===== src/rtl/uart_rx_if.sv =====
// UART receive-side bundle: serial line in, received byte and status out.
// master = line driver / byte consumer side, slave = the receiver itself.
interface uart_rx_if;
  logic       rx;
  logic [7:0] data;
  logic       rx_valid;
  logic       frame_err;
  logic       busy;

  modport master (
    output rx,
    input  data,
    input  rx_valid,
    input  frame_err,
    input  busy
  );

  modport slave (
    input  rx,
    output data,
    output rx_valid,
    output frame_err,
    output busy
  );
endinterface


===== src/rtl/uart_rx.sv =====
// 8N1 UART receiver. The serial line is double-flopped, a start edge is
// qualified at mid-start-bit, and each data/stop bit is sampled at mid-bit.
// A good frame updates data with a one-cycle rx_valid pulse; a low stop bit
// gives a one-cycle frame_err pulse and then waits for the line to go high.
module uart_rx #(
  parameter int BAUD_RATE   = 115_200,
  parameter int CLOCK_SPEED = 50_000_000
) (
  input  logic      clk,
  input  logic      rst,
  uart_rx_if.slave  bus
);

  localparam int BAUD_WIDTH = CLOCK_SPEED / BAUD_RATE;
  localparam int HALF_WIDTH = BAUD_WIDTH / 2;
  localparam int CNT_W      = $clog2(BAUD_WIDTH);

  localparam logic [CNT_W-1:0] HALF_LAST = CNT_W'(HALF_WIDTH - 1);
  localparam logic [CNT_W-1:0] BAUD_LAST = CNT_W'(BAUD_WIDTH - 1);

  typedef enum logic [2:0] {
    IDLE      = 3'd0,
    START     = 3'd1,
    DATA      = 3'd2,
    STOP      = 3'd3,
    WAIT_HIGH = 3'd4
  } state_t;

  // Synchronizer
  logic             r_rx_meta;
  logic             r_rx_s;

  // Control state
  state_t           r_state;
  logic [CNT_W-1:0] r_clk_cnt;
  logic [2:0]       r_bit_idx;
  logic [7:0]       r_data;
  logic             r_rx_valid;
  logic             r_frame_err;

  // Assembly shift register (data path, not reset)
  logic [7:0]       r_shift;

  // Next-state values
  state_t           w_state_nxt;
  logic [CNT_W-1:0] w_cnt_nxt;
  logic [2:0]       w_idx_nxt;
  logic [7:0]       w_shift_nxt;
  logic [7:0]       w_data_nxt;
  logic             w_valid_nxt;
  logic             w_ferr_nxt;

  // Two-flop synchronizer; both flops reset high so reset never looks like a start bit
  always_ff @(posedge clk) begin
    if (rst) begin
      r_rx_meta <= 1'b1;
      r_rx_s    <= 1'b1;
    end else begin
      r_rx_meta <= bus.rx;
      r_rx_s    <= r_rx_meta;
    end
  end

  // Next-state and strobe logic: counts to mid-bit, samples, then advances
  always_comb begin
    w_state_nxt = r_state;
    w_cnt_nxt   = r_clk_cnt;
    w_idx_nxt   = r_bit_idx;
    w_shift_nxt = r_shift;
    w_data_nxt  = r_data;
    w_valid_nxt = 1'b0;
    w_ferr_nxt  = 1'b0;

    case (r_state)
      IDLE: begin
        if (!r_rx_s) begin
          w_state_nxt = START;
          w_cnt_nxt   = '0;
        end
      end

      START: begin
        if (r_clk_cnt == HALF_LAST) begin
          w_cnt_nxt = '0;
          if (!r_rx_s) begin
            w_state_nxt = DATA;
            w_idx_nxt   = 3'd0;
          end else begin
            // Line went high again before mid-start: treat as a glitch
            w_state_nxt = IDLE;
          end
        end else begin
          w_cnt_nxt = r_clk_cnt + 1'b1;
        end
      end

      DATA: begin
        if (r_clk_cnt == BAUD_LAST) begin
          w_cnt_nxt              = '0;
          w_shift_nxt[r_bit_idx] = r_rx_s;
          if (r_bit_idx == 3'd7) begin
            w_state_nxt = STOP;
          end else begin
            w_idx_nxt = r_bit_idx + 3'd1;
          end
        end else begin
          w_cnt_nxt = r_clk_cnt + 1'b1;
        end
      end

      STOP: begin
        if (r_clk_cnt == BAUD_LAST) begin
          w_cnt_nxt = '0;
          if (r_rx_s) begin
            w_data_nxt  = r_shift;
            w_valid_nxt = 1'b1;
            w_state_nxt = IDLE;
          end else begin
            // Stop bit low: report once, then wait out a break / stuck-low line
            w_ferr_nxt  = 1'b1;
            w_state_nxt = WAIT_HIGH;
          end
        end else begin
          w_cnt_nxt = r_clk_cnt + 1'b1;
        end
      end

      WAIT_HIGH: begin
        if (r_rx_s) begin
          w_state_nxt = IDLE;
        end
      end

      default: begin
        w_state_nxt = IDLE;
        w_cnt_nxt   = '0;
      end
    endcase
  end

  // Control register bank; reset aborts any frame in flight without a strobe
  always_ff @(posedge clk) begin
    if (rst) begin
      r_state     <= IDLE;
      r_clk_cnt   <= '0;
      r_bit_idx   <= 3'd0;
      r_data      <= 8'h00;
      r_rx_valid  <= 1'b0;
      r_frame_err <= 1'b0;
    end else begin
      r_state     <= w_state_nxt;
      r_clk_cnt   <= w_cnt_nxt;
      r_bit_idx   <= w_idx_nxt;
      r_data      <= w_data_nxt;
      r_rx_valid  <= w_valid_nxt;
      r_frame_err <= w_ferr_nxt;
    end
  end

  // Shift register holds bits of the frame being assembled; no reset needed
  always_ff @(posedge clk) begin
    r_shift <= w_shift_nxt;
  end

  assign bus.data      = r_data;
  assign bus.rx_valid  = r_rx_valid;
  assign bus.frame_err = r_frame_err;
  assign bus.busy      = (r_state != IDLE);

endmodule


===== src/flat_wrapper.sv =====
// flat-port wrapper written by rule: the top's interface ports become plain ports
module uart_rx_flat 
#(
  parameter int BAUD_RATE   = 115_200,
  parameter int CLOCK_SPEED = 50_000_000
)
  (clk, rst, bus_rx, bus_data, bus_rx_valid, bus_frame_err, bus_busy);
  uart_rx_if bus_i ();
  input  logic clk;
  input  logic rst;
  input wire logic [$bits(bus_i.rx)-1:0] bus_rx;
  output wire logic [$bits(bus_i.data)-1:0] bus_data;
  output wire logic [$bits(bus_i.rx_valid)-1:0] bus_rx_valid;
  output wire logic [$bits(bus_i.frame_err)-1:0] bus_frame_err;
  output wire logic [$bits(bus_i.busy)-1:0] bus_busy;
  assign bus_i.rx = bus_rx;
  assign bus_data = bus_i.data;
  assign bus_rx_valid = bus_i.rx_valid;
  assign bus_frame_err = bus_i.frame_err;
  assign bus_busy = bus_i.busy;
  uart_rx #(.BAUD_RATE(BAUD_RATE), .CLOCK_SPEED(CLOCK_SPEED)) u_core (.clk(clk), .rst(rst), .bus(bus_i));
endmodule

===== config.mk =====
export PLATFORM = sky130hd
export DESIGN_NAME = uart_rx_flat
export DESIGN_NICKNAME = d
export VERILOG_FILES = /design/src/rtl/uart_rx_if.sv /design/src/rtl/uart_rx.sv /design/src/flat_wrapper.sv
export SDC_FILE = /design/constraint.sdc
export NUM_CORES = 1
export LEC_CHECK = 0
export ABC_AREA = 1
export CAP_MARGIN = 20
export CORE_MARGIN = 8
export CORE_UTILIZATION = 33
export DETAILED_ROUTE_END_ITERATION = 8
export GPL_TIMING_DRIVEN = 0
export PLACE_DENSITY = 0.61
export SETUP_SLACK_MARGIN = 0.1
export SYNTH_ARGS = -nofsm -noshare
export SYNTH_HDL_FRONTEND = slang
export SYNTH_SLANG_ARGS = --single-unit

===== constraint.sdc =====
create_clock -name clk -period 2.3 [get_ports clk]
set_clock_uncertainty 0.15 [all_clocks]
set_input_delay 0.345 -clock clk [delete_from_list [all_inputs] [get_ports clk]]
set_output_delay 0.345 -clock clk [all_outputs]
set_load 0.1 [all_outputs]

==> results of run 1 <==
cell usage after synthesis (4+ instances only):
library cell and n:
nand2_1 51, nor2_1 37, dfxtp_1 27, inv_1 24, nor3_1 11, o21ai_0 11
nand3_1 9, edfxtp_1 8, ha_1 5, inv_2 5, nand2_4 5, a21oi_1 4
registers in the layout, indices dropped and copies added (netlist names):
| register | cells |
|---|---|
| u_core.r_clk_cnt | 9 |
| u_core.bus.data | 8 |
| u_core.r_shift | 8 |
| u_core.r_bit_idx | 3 |
| u_core.r_state | 3 |
| u_core.bus.frame_err | 1 |
| u_core.bus.rx_valid | 1 |
| u_core.r_rx_meta | 1 |
| u_core.r_rx_s | 1 |
how the worst max path moves through the flow:
stage / startpoint / to / cells after the start
detailed placement: u_core.r_state[2] / bus_busy / 3
global placement: u_core.r_state[2] / bus_busy / 3
finish: u_core.r_state[2] / bus_busy / 3
CTS: u_core.r_state[2] / bus_busy / 3
global route: u_core.r_state[1] / bus_busy / 3
floorplan: u_core.r_state[2] / u_core.r_state[0] / 7
worst register-to-register path, cell delays in order, from the launching register on:
cell and delay (ps):
dfxtp_1 420, ha_1 170, nand2_1 60, nor2_2 150, nand2_4 120, inv_1 90
nand3_1 130, nor3_1 210
power by group through the flow:
stage	sequential [W]	combinational, W	clock (W)
5_1_grt	0.000793	0.00103	0.000463
4_1_cts	0.000782	0.000908	0.000436
3_5_place_dp	0.000796	0.000909	0
2_1_floorplan	0.000778	0.000755	0
3_3_place_gp	0.000796	0.000907	0
6_report	0.000783	0.000891	0.000417
metal layers:
layer	track usage	wire length, µm
met1	0.129	1770
met2	0.152	1470
met3	0.0267	159
met4	0.0408	35
met5	0	0
cells by family (layout without fill, tap and decap cells):
| family | count (synthesis) | in the layout | synth area share |
|---|---|---|---|
| simple gates | 130 | 130 | 0.366 |
| flops | 35 | 35 | 0.442 |
| buf+inv | 33 | 53 | 0.0765 |
| compound gates | 23 | 23 | 0.0751 |
| fa+ha+maj | 5 | 5 | 0.0354 |
| xor+xnor | 1 | 1 | 0.00496 |
stage by stage:
step	setup TNS, ps	worst slack (ps)	hold slack, ps
floorplan	0	314	239
global placement	-5.99	-5.99	247
detailed placement	0	3.56	263
CTS	0	266	289
global route	0	206	305
finish	0	298	288
area by class of cell:
type,instances,area (µm²)
flip-flops and latches,35,781
clock buffers,5,68.8
well taps,70,87.6
repair buffers,12,109
inverters,31,120
fillers,561,3090
multi-input cells,159,850
plain buffers,2,15.0
clock inverters,3,15.0
==> metrics, run 1 <==
outcome completed; crit path cell chain nor2_2 -> nand2_1 -> clkdlybuf4s15_2; diode count 0; Starting Density 0.343; post-synthesis sequential area ratio 0.442; CP arrival 1510 ps; most common cell after layout, fill and taps aside nand2_1; top cell type's share of synthesized area 0.306; largest net degree at the start of global routing 15; final wirelength 3440 µm; share of layout cells above drive strength 1 0.154; Final setup viols 0; WP data required 1800 ps; worst slew pin tran 969 ps; root buffer cell clkbuf_8; count of cell types in the netlist 31; fin. max-slew vios 0; Synth area leaders dfxtp_1, edfxtp_1, nand2_1, nor2_1, inv_1; WL per Instance 10.8 µm; Setup crit start kind flop; first-pass GRT wire length 6160 µm; hpwl dp 2530 µm; most frequent cells in the layout nand2_1, nor2_1, dfxtp_1, inv_1; Die H 89.1 µm; CP endpoint kind primary output; final non-filler cell total 317; DRC 0; Leakage Power 0.936 nW; power share of the combinational group 0.426; vias in the first global route 1333; worst ir drop on vdd 0.891 mV; time the worst path needs with I/O delays and setup 2000 ps; TritonCTS clock tree yes; ys flop type dfxtp_1; Slew HR 0.357; Int Pwr 0.00116 W; WS Path Type flop to primary output; Hold EP u_core.r_rx_s; P_sw 0.000927 W; drt first pass iters 4; CORE AREA 0.00514 mm²; fin crit share 0.870; Post-CTS Repair Setup Buffers 0; P&R area growth vs syn 15.9%; Sequential Power Share 0.375; top cell type by total area after synthesis dfxtp_1; Pwr Total 0.00209 W; Sw Ratio 0.443; Synth Cell Area 0.00177 mm²; async set-reset flop share out of synthesis 0; H-Tree Depth 2; Reg-to-Reg End u_core.r_shift[1]; Clock Sinks 35; detailed-route via count 1396; hold buffer count at CTS 0; Final Core Density 0.398; Mapped Cells 227; gpl congestion 0.816; Max-cap violations 0; r2r setup slk 490 ps; Crit path max-delay family buffers and inverters; crit path max fanout 5; Hold Crit Depth 1; clock tree buffer depth 2; Tightest Hold Check Type flop to flop; routed vias/inst 4.40; Crit Reg-Reg Startpoint u_core.r_clk_cnt[0]; Layout Nets 254; Horiz. Die Dim 89.1 µm; antenna violations before repair 0; cell count after placement 309; cts repair resizes 13; EDFF count, synth 8; Buffers on Ports 12; Post-Syn Nets 235; latest clock arrival within the worst-skew pair 280 ps; Congestion Overflow GR 0; Final Cell Area 0.00205 mm²; Reg clk slew, reported paths 70 ps; row cnt 26; PwrDens 1020 mW/mm²; YS warnings 0; number of synthesized register bits 35; gr usage total 0.0996; Hold Violations, Final 0; Starting DRT DRC Count 49; syn_area_per_cell 7.78 µm²; full die area 0.00795 mm²; Max Clk Rate 0.500 GHz; RSZ-0062 raised after global routing no; Num CTS Buffers 5; r2r worst-path depth 7; Clk pwr share 0.199; max incr delay on CP 560 ps; IO Pins 14; Cell Area, Placed 0.00197 mm²; CP max-delay cell clkdlybuf4s15_2; Final ANT Viol Nets 0; Worst Path Buf+Inv 1; hold path start u_core.r_rx_meta
Power figures use the tool's default switching activity.
==> run 2, diff against run 1 <==
- PLACE_DENSITY: 0.61 -> not set
- PLACE_DENSITY_LB_ADDON: not set -> 0.25
==> metrics, run 2 (synthesis results as in run 1) <==
Post-CTS Repair Setup Buffers 0 (unchanged); Sequential Power Share 0.348 (was 0.375); Die H 89.1 µm (unchanged); clock tree buffer depth 2 (unchanged); Starting Density 0.343 (unchanged); Max-cap violations 0 (unchanged); Tightest Hold Check Type flop to flop (unchanged); crit path max fanout 5 (unchanged); FILL cells 541 (was 561); Sw Ratio 0.430 (was 0.443); crit path cell chain nor2_2 -> nand2_1 -> clkdlybuf4s15_2 (unchanged); r2r worst-path depth 7 (unchanged); time the worst path needs with I/O delays and setup 2030 ps (was 2000 ps); gr usage total 0.104 (was 0.0996); Horiz. Die Dim 89.1 µm (unchanged); diode count 0 (unchanged); DRC 0 (unchanged); worst slew pin tran 966 ps (was 969 ps); worst ir drop on vdd 0.983 mV (was 0.891 mV); H-Tree Depth 2 (unchanged); Starting DRT DRC Count 122 (was 49); routed vias/inst 4.50 (was 4.40); Clk pwr share 0.249 (was 0.199); outcome completed (unchanged); CP endpoint kind primary output (unchanged); vias in the first global route 1387 (was 1333); largest net degree at the start of global routing 15 (unchanged); CORE AREA 0.00514 mm² (unchanged); fin. max-slew vios 0 (unchanged); full die area 0.00795 mm² (unchanged); IO Pins 14 (unchanged); latest clock arrival within the worst-skew pair 290 ps (was 280 ps); PwrDens 1080 mW/mm² (was 1020 mW/mm²); most frequent cells in the layout nand2_1, nor2_1, dfxtp_1, inv_1 (unchanged); Buffers on Ports 12 (unchanged); Congestion Overflow GR 0 (unchanged); PnR worst setup slack 274 ps (was 298 ps); hpwl dp 2540 µm (was 2530 µm); row cnt 26 (unchanged); Reg with most FFs u_core.r_clk_cnt (unchanged); CP max-delay cell clkdlybuf4s15_2 (unchanged); WS Path Type flop to primary output (unchanged); WL per Instance 11.4 µm (was 10.8 µm); Int Pwr 0.00128 W (was 0.00116 W); Reg clk slew, reported paths 70 ps (about the same); final wirelength 3630 µm (was 3440 µm); Final ANT Viol Nets 0 (unchanged); hold buffer count at CTS 0 (unchanged); TritonCTS clock tree yes (unchanged); power share of the combinational group 0.403 (was 0.426); Hold Violations, Final 0 (unchanged); Num CTS Buffers 5 (unchanged); Setup TNS 0 ps (unchanged); gpl congestion 0.806 (was 0.816); P&R area growth vs syn 17.5% (was 15.9%); Hold Crit Depth 1 (unchanged); Final setup viols 0 (unchanged); Setup crit start kind flop (unchanged); root buffer cell clkbuf_8 (unchanged); fin crit share 0.881 (was 0.870); Max Clk Rate 0.494 GHz (was 0.500 GHz); drt first pass iters 4 (unchanged); share of layout cells above drive strength 1 0.162 (was 0.154); Leakage Power 0.955 nW (was 0.936 nW); first-pass GRT wire length 6350 µm (was 6160 µm); detailed-route via count 1428 (was 1396); max incr delay on CP 560 ps (about the same); Largest register FFs 9 (unchanged); WP data required 1800 ps (about the same); most common cell after layout, fill and taps aside nand2_1 (unchanged); RSZ-0062 raised after global routing no (unchanged); P_sw 0.000967 W (was 0.000927 W); Clock Sinks 35 (unchanged); CP arrival 1530 ps (was 1510 ps); antenna violations before repair 0 (unchanged); Setup WS pre-CTS 2.22 ps (was 3.56 ps); Layout Nets 254 (unchanged); Slew HR 0.358 (was 0.357)
[run 2: cell types whose count changed in the layout (fill, tap and decap cells not counted)]
| cell | delta |
|---|---|
| clkinv_4 | +1 |
| clkinv_1 | -2 |
| clkinv_2 | +1 |
| bufinv_16 | +1 |
| clkinvlp_4 | -1 |
[run 2: layer usage]
metal	GRT usage	vias to the layer above	share of wire
met3	0.0303	7	0.050
met2	0.161	29	0.42
met5	0	-	0
met1	0.129	631	0.50
met4	0.0468	0	0.024
li1	-	761	-
[run 2: final timing paths]
| path | startpoint | to | slack, ps |
|---|---|---|---|
| min reg2reg | u_core.r_rx_meta | u_core.r_rx_s | 270 |
| min | u_core.r_rx_meta | u_core.r_rx_s | 270 |
| max reg2reg | u_core.r_clk_cnt[0] | u_core.r_shift[2] | 490 |
| max | u_core.r_state[2] | bus_busy | 270 |
[run 2: cell type report]
| class | count | area, µm² | area share |
|---|---|---|---|
| Buffer | 2 | 15.0 | 0.00724 |
| Clock buffer | 5 | 68.8 | 0.0332 |
| Clock inverter | 3 | 43.8 | 0.0211 |
| Inverter | 31 | 120 | 0.0579 |
| Multi-Input combinational cell | 159 | 850 | 0.410 |
| Sequential cell | 35 | 781 | 0.376 |
| Tap cell | 70 | 87.6 | 0.0422 |
| Timing Repair Buffer | 12 | 109 | 0.0525 |
[run 2: power groups by stage]
stage	clock network [W]	logic, W	registers (W)
3_5_place_dp	0	0.000915	0.000797
2_1_floorplan	0	0.000755	0.000778
6_report	0.000560	0.000906	0.000782
4_1_cts	0.000576	0.000915	0.000782
3_3_place_gp	0	0.000910	0.000795
5_1_grt	0.000601	0.00103	0.000796
[run 2: what timing repair did]
item / CTS / global route
hold endpoints to repair: 0 / 0
gates resized for setup: 13 / 0
endpoints found under the setup margin: 11 / 0
[run 2: worst max-delay path, delay by kind of cell, from the launching register on]
kind	cells	cell delay, ps
and+or+nand+nor	2	210
buffers and inverters	1	560
DFF	1	470
[run 2: through the flow]
stage / cell area, µm² / hold slack, ps / cells / total power [W] / util
6_report: 2070 / 275 / 317 / 0.00225 / 0.404
4_1_cts: 2070 / 278 / 317 / 0.00227 / 0.404
3_5_place_dp: 1970 / 253 / 309 / 0.00171 / 0.384
3_3_place_gp: 1970 / 257 / 309 / 0.00171 / 0.384
5_1_grt: 2070 / 281 / 317 / 0.00242 / 0.404
2_1_floorplan: 1770 / 239 / 227 / 0.00153 / -
